`src/rtl/sample_deserializer.sv`:
```
// Collects four W-bit samples into lanes 0..3 and presents them as one 4*W-bit frame.
// Optional feature: define DESER_SUM_EN to add the registered out_sum frame-sum port.
module sample_deserializer #(
    parameter int W = 8
) (
    input  logic           clk,
    input  logic           reset_n,
    input  logic           flush,
    input  logic [W-1:0]   in_data,
    input  logic           in_valid,
    output logic           in_ready,
    output logic [4*W-1:0] out_data,
    output logic           out_valid,
    input  logic           out_ready,
    output logic [1:0]     lane_sel,
    output logic           state_dbg
`ifdef DESER_SUM_EN
    ,
    output logic [W+1:0]   out_sum
`endif
);

    // Handshakes: a word moves when in_valid && in_ready, a frame moves when
    // out_valid && out_ready; in_ready is combinational from state, out_ready and flush.
    typedef enum logic {FILL = 1'b0, HOLD = 1'b1} state_t;

    state_t              state_q, state_d;
    logic [1:0]          lane_sel_q, lane_sel_d;
    logic [3:0][W-1:0]   lanes_q, lanes_d;
    logic                in_acc;

    always_ff @(posedge clk or negedge reset_n) begin
        if (!reset_n) begin
            state_q    <= FILL;
            lane_sel_q <= 2'd0;
            lanes_q    <= '0;
        end else begin
            state_q    <= state_d;
            lane_sel_q <= lane_sel_d;
            lanes_q    <= lanes_d;
        end
    end

    always_comb begin
        state_d    = state_q;
        lane_sel_d = lane_sel_q;
        lanes_d    = lanes_q;
        if (flush) begin
            state_d    = FILL;
            lane_sel_d = 2'd0;
        end else begin
            case (state_q)
                FILL: begin
                    if (in_acc) begin
                        lanes_d[lane_sel_q] = in_data;
                        if (lane_sel_q == 2'd3) begin
                            state_d    = HOLD;
                            lane_sel_d = 2'd0;
                        end else begin
                            lane_sel_d = lane_sel_q + 2'd1;
                        end
                    end
                end
                HOLD: begin
                    // Frame leaves; a lane-0 word may enter on the same edge.
                    if (out_ready) begin
                        state_d = FILL;
                        if (in_acc) begin
                            lanes_d[0] = in_data;
                            lane_sel_d = 2'd1;
                        end
                    end
                end
                default: state_d = FILL;
            endcase
        end
    end

    always_comb begin
        in_ready  = 1'b0;
        out_valid = 1'b0;
        if (!flush) begin
            in_ready = (state_q == FILL) ? 1'b1 : out_ready;
        end
        if (state_q == HOLD) begin
            out_valid = 1'b1;
        end
    end

    assign in_acc    = in_valid && in_ready;
    assign out_data  = lanes_q;
    assign lane_sel  = lane_sel_q;
    assign state_dbg = state_q;

`ifdef DESER_SUM_EN
    logic [W+1:0] acc_q, acc_d;
    logic [W+1:0] sum_q, sum_d;
    logic [W+1:0] word_ext;

    assign word_ext = {2'b00, in_data};

    always_ff @(posedge clk or negedge reset_n) begin
        if (!reset_n) begin
            acc_q <= '0;
            sum_q <= '0;
        end else begin
            acc_q <= acc_d;
            sum_q <= sum_d;
        end
    end

    // Every accepted word lands in lane lane_sel_q, including the pass-through case.
    always_comb begin
        acc_d = acc_q;
        sum_d = sum_q;
        if (in_acc) begin
            if (lane_sel_q == 2'd0) begin
                acc_d = word_ext;
            end else begin
                acc_d = acc_q + word_ext;
            end
            if (state_q == FILL && lane_sel_q == 2'd3) begin
                sum_d = acc_q + word_ext;
            end
        end
    end

    assign out_sum = sum_q;
`endif

endmodule
```
`config.mk`:
```
export PLATFORM = sky130hd
export DESIGN_NAME = sample_deserializer
export DESIGN_NICKNAME = d
export VERILOG_FILES = /design/src/rtl/sample_deserializer.sv
export SDC_FILE = /design/constraint.sdc
export NUM_CORES = 1
export LEC_CHECK = 0
export BUFFER_PORTS_ARGS = -buffer_cell sky130_fd_sc_hd__clkbuf_2
export CORE_MARGIN = 5
export CORE_UTILIZATION = 40
export DETAILED_ROUTE_END_ITERATION = 10
export GPL_TIMING_DRIVEN = 0
export PLACE_DENSITY = 0.65
export SYNTH_ARGS = -nofsm -noshare
export SYNTH_HDL_FRONTEND = slang
export SYNTH_SLANG_ARGS = --single-unit
```
`constraint.sdc`:
```
create_clock -name clk -period 1.9 [get_ports clk]
set_input_delay 0.38 -clock clk [delete_from_list [all_inputs] [get_ports clk]]
set_output_delay 0.38 -clock clk [all_outputs]
set_load 0.005 [all_outputs]
```
==> results.sh <==
export IMPL_outcome="complete, no violations"
export IMPL_pwr_share_clk_pct=31.0
export IMPL_routed_via_density=4.842
export IMPL_antenna_cells=0
export IMPL_drv_cap=0
export IMPL_post_route_util_pct=52.26
export IMPL_p_leak_nw=0.9365
export IMPL_synth_top_area_share_pct=59.73
export IMPL_drc_errors=0
export IMPL_relSlewSlack_pct=43.22
export IMPL_fin_nets=164
export IMPL_netlist_cell_type_count=19
export IMPL_seqPwrFrac_pct=47.7
export IMPL_synth_top_area_cell="dfrtp_1"
export IMPL_syn_num_nets=109
export IMPL_cts_tree="built"
export IMPL_via_count=949
export IMPL_startpoint="lane_sel[0]"
export IMPL_fin_crit_ps=1754
export IMPL_max_freq_ghz=0.5702
export IMPL_dpl_hpwl_um=2227
export IMPL_cp_start_kind="flop"
export IMPL_rsz0062_at_grt="false"
export IMPL_clock_path_buffers=2
export IMPL_routedWlPerCell_um=15.18
export IMPL_finalWeightedCongestion=0.7519
export IMPL_holdWs_ps=204.2
export IMPL_synth_area_per_cell_um2=15.94
export IMPL_total_power_mw=2.156
export IMPL_max_stage_delay_ps=440
export IMPL_setup_tns_final_ps=0
export IMPL_drtIter0Drc=30
export IMPL_required_ps=2060
export IMPL_ant_nets=0
export IMPL_cts_htree_levels=2
export IMPL_p_per_area_mw_per_mm2=1144
export IMPL_netlist_area_mm2=0.001466
export IMPL_holdCritPathClass="input port to asynchronous set/reset pin"
export IMPL_grt_max_degree=36
export IMPL_yosys_warnings=0
export IMPL_synth_seq_cells=35
export IMPL_crit_type="flop to flop"
export IMPL_syn_instance_count=92
export IMPL_numCtsBuffers=5
export IMPL_dr_pass1_iters=2
export IMPL_yosys_top_cells_area="dfrtp_1, mux2_2, nor3b_4, ha_1, nor3_4"
export IMPL_crit_arrival_ps=1910
export IMPL_post_cts_setup_buffer_count=0
export IMPL_end_kind="flop"
export IMPL_finalMaxSlewViolations=0
export IMPL_setup_viol=0
export IMPL_die_h_um=70.55
export IMPL_post_cts_resized=0
export IMPL_clock_sinks=35
export IMPL_io_buffer_count=48
export IMPL_peakVddDrop_mv=0.5804
export IMPL_grt_pass1_wl_um=4995
export IMPL_pwr_share_comb_pct=21.2
export IMPL_die_area_mm2=0.004977
export IMPL_place_ws_ps=99.31
export IMPL_start_util_pct=40.67
export IMPL_cts_hold_fix_buffers=0
export IMPL_fin_skew_ps=5.317
export IMPL_timing_final_ws_setup_ps=146.2
export IMPL_clock_latency_ps=280
export IMPL_root_buffer="clkbuf_8"
export IMPL_overflow=0
export IMPL_worst_pin_slew_ps=851.7
export IMPL_io_pins=50
export IMPL_r2r_start="lane_sel[0]"
export IMPL_hold_violations=0
export IMPL_internal_power_mw=1.624
export IMPL_grt_use_total_pct=12.96
export IMPL_wl_um=2975
export IMPL_drive_above_1_share_pct=64.19
export IMPL_grt_antenna_before_repair=0
export IMPL_grt_pass1_vias=1031
export IMPL_core_mm2=0.003606
export IMPL_p_sw_share_pct=24.64
export IMPL_clkTransAtPathRegs_ps=70
export IMPL_period_share_pct=92.31
export IMPL_area_growth_pct=28.50
export IMPL_synth_seq_area_share_pct=59.73
export IMPL_path_max_fanout=8
export IMPL_fill_cells=313
export IMPL_rows=22
export IMPL_worst_path_max_delay_cell="dfrtp_1"
export IMPL_crit_chain="inv_1, ha_1, mux2i_1, nor3_4, mux2_2"
export IMPL_die_x_um=70.55
export IMPL_p_switching_uw=531.1
[synth_stat cells]
master and count:
o22ai_1 1, inv_1 3, buf_4 1, mux2_2 32, a211oi_1 1, a21oi_1 1
o21bai_1 1, nor3_4 1, o21ai_0 1, ha_1 4, dfrtp_1 35, nor2b_1 1
nand3b_1 1, mux2i_1 1, buf_2 1, nor3b_4 3, nor2_1 2, nand2b_4 1
or2b_1 1
[state kept, by name, indices dropped and copies added (netlist names)]
signal     flops
state_dbg      1
out_data      32
lane_sel       2
[layout make-up]
cell class	count	area, um^2	area share, %
plain buffers	2	12.51	0.6640
clock buffers	6	82.58	4.382
well taps	48	60.06	3.187
clock inverters	2	35.03	1.859
multi-input cells	52	566.8	30.08
repair buffers	48	240.2	12.75
inverters	3	11.26	0.5976
flip-flops and latches	35	875.8	46.48
[layout by cell type (no fill, tap or decap), drive strengths merged]
cell type,n
clkbuf,54
dfrtp,35
mux2,32
ha,4
inv,3
nor3b,3
nor2,2
buf,2
nor2b,1
or2b,1
nand2b,1
o21bai,1
nand3b,1
o21ai,1
a21oi,1
mux2i,1
nor3,1
o22ai,1
a211oi,1
bufinv,1
clkinv,1
[kinds of logic after synthesis]
group           count (synthesis)  synth area share (%)
compound gates                  5                 2.133
fa+ha+maj                       4                 3.413
buf+inv                         5                 1.621
flops                          35                 59.73
mux                            33                 25.26
simple gates                   10                 7.850
[stage by stage]
stage	instance area, um^2	instances
2_1_floorplan	1466	92
3_3_place_gp	1767	188
3_5_place_dp	1767	188
4_1_cts	1884	196
5_1_grt	1884	196
6_report	1884	196
[path summary, 6_finish.rpt]
| kind | endpoint | cells past startpoint | slack, ps |
|---|---|---|---|
| min | out_data[26] | 1 | 200 |
| min reg2reg | out_data[3] | 1 | 510 |
| min in group clk | out_data[3] | 2 | 380 |
| max reg2reg | out_data[7] | 5 | 150 |
| max in group asynchronous | out_data[10] | 1 | 1170 |
| max | out_data[7] | 5 | 150 |
[metal layers]
metal | GRT usage [%] | wire (um) | vias up
met2 | 21.10 | 1509 | 24
met1 | 15.60 | 1275 | 485
met3 | 4.403 | 157 | 4
li1 | - | - | 436
met5 | 0 | 0 | -
met4 | 5.846 | 33 | 0
[worst max-delay path, delay by kind of cell (launching register included)]
| family | cells | cell delay, ps |
|---|---|---|
| AND/OR/NAND/NOR | 1 | 420 |
| flip-flops | 1 | 440 |
| multiplexers | 2 | 500 |
| buffers and inverters | 1 | 130 |
| adder cells (fa/ha/maj) | 1 | 150 |
[power by group through the flow]
| stage | logic [mW] | registers, mW | clock network [mW] |
|---|---|---|---|
| after floorplan | 0.198 | 1.04 | 0 |
| after global placement | 0.460 | 1.03 | 0 |
| after detailed placement | 0.473 | 1.04 | 0 |
| after CTS | 0.472 | 1.03 | 0.693 |
| after global routing | 0.511 | 1.05 | 0.719 |
| final | 0.458 | 1.03 | 0.669 |
(Power assumes the default switching activity.)
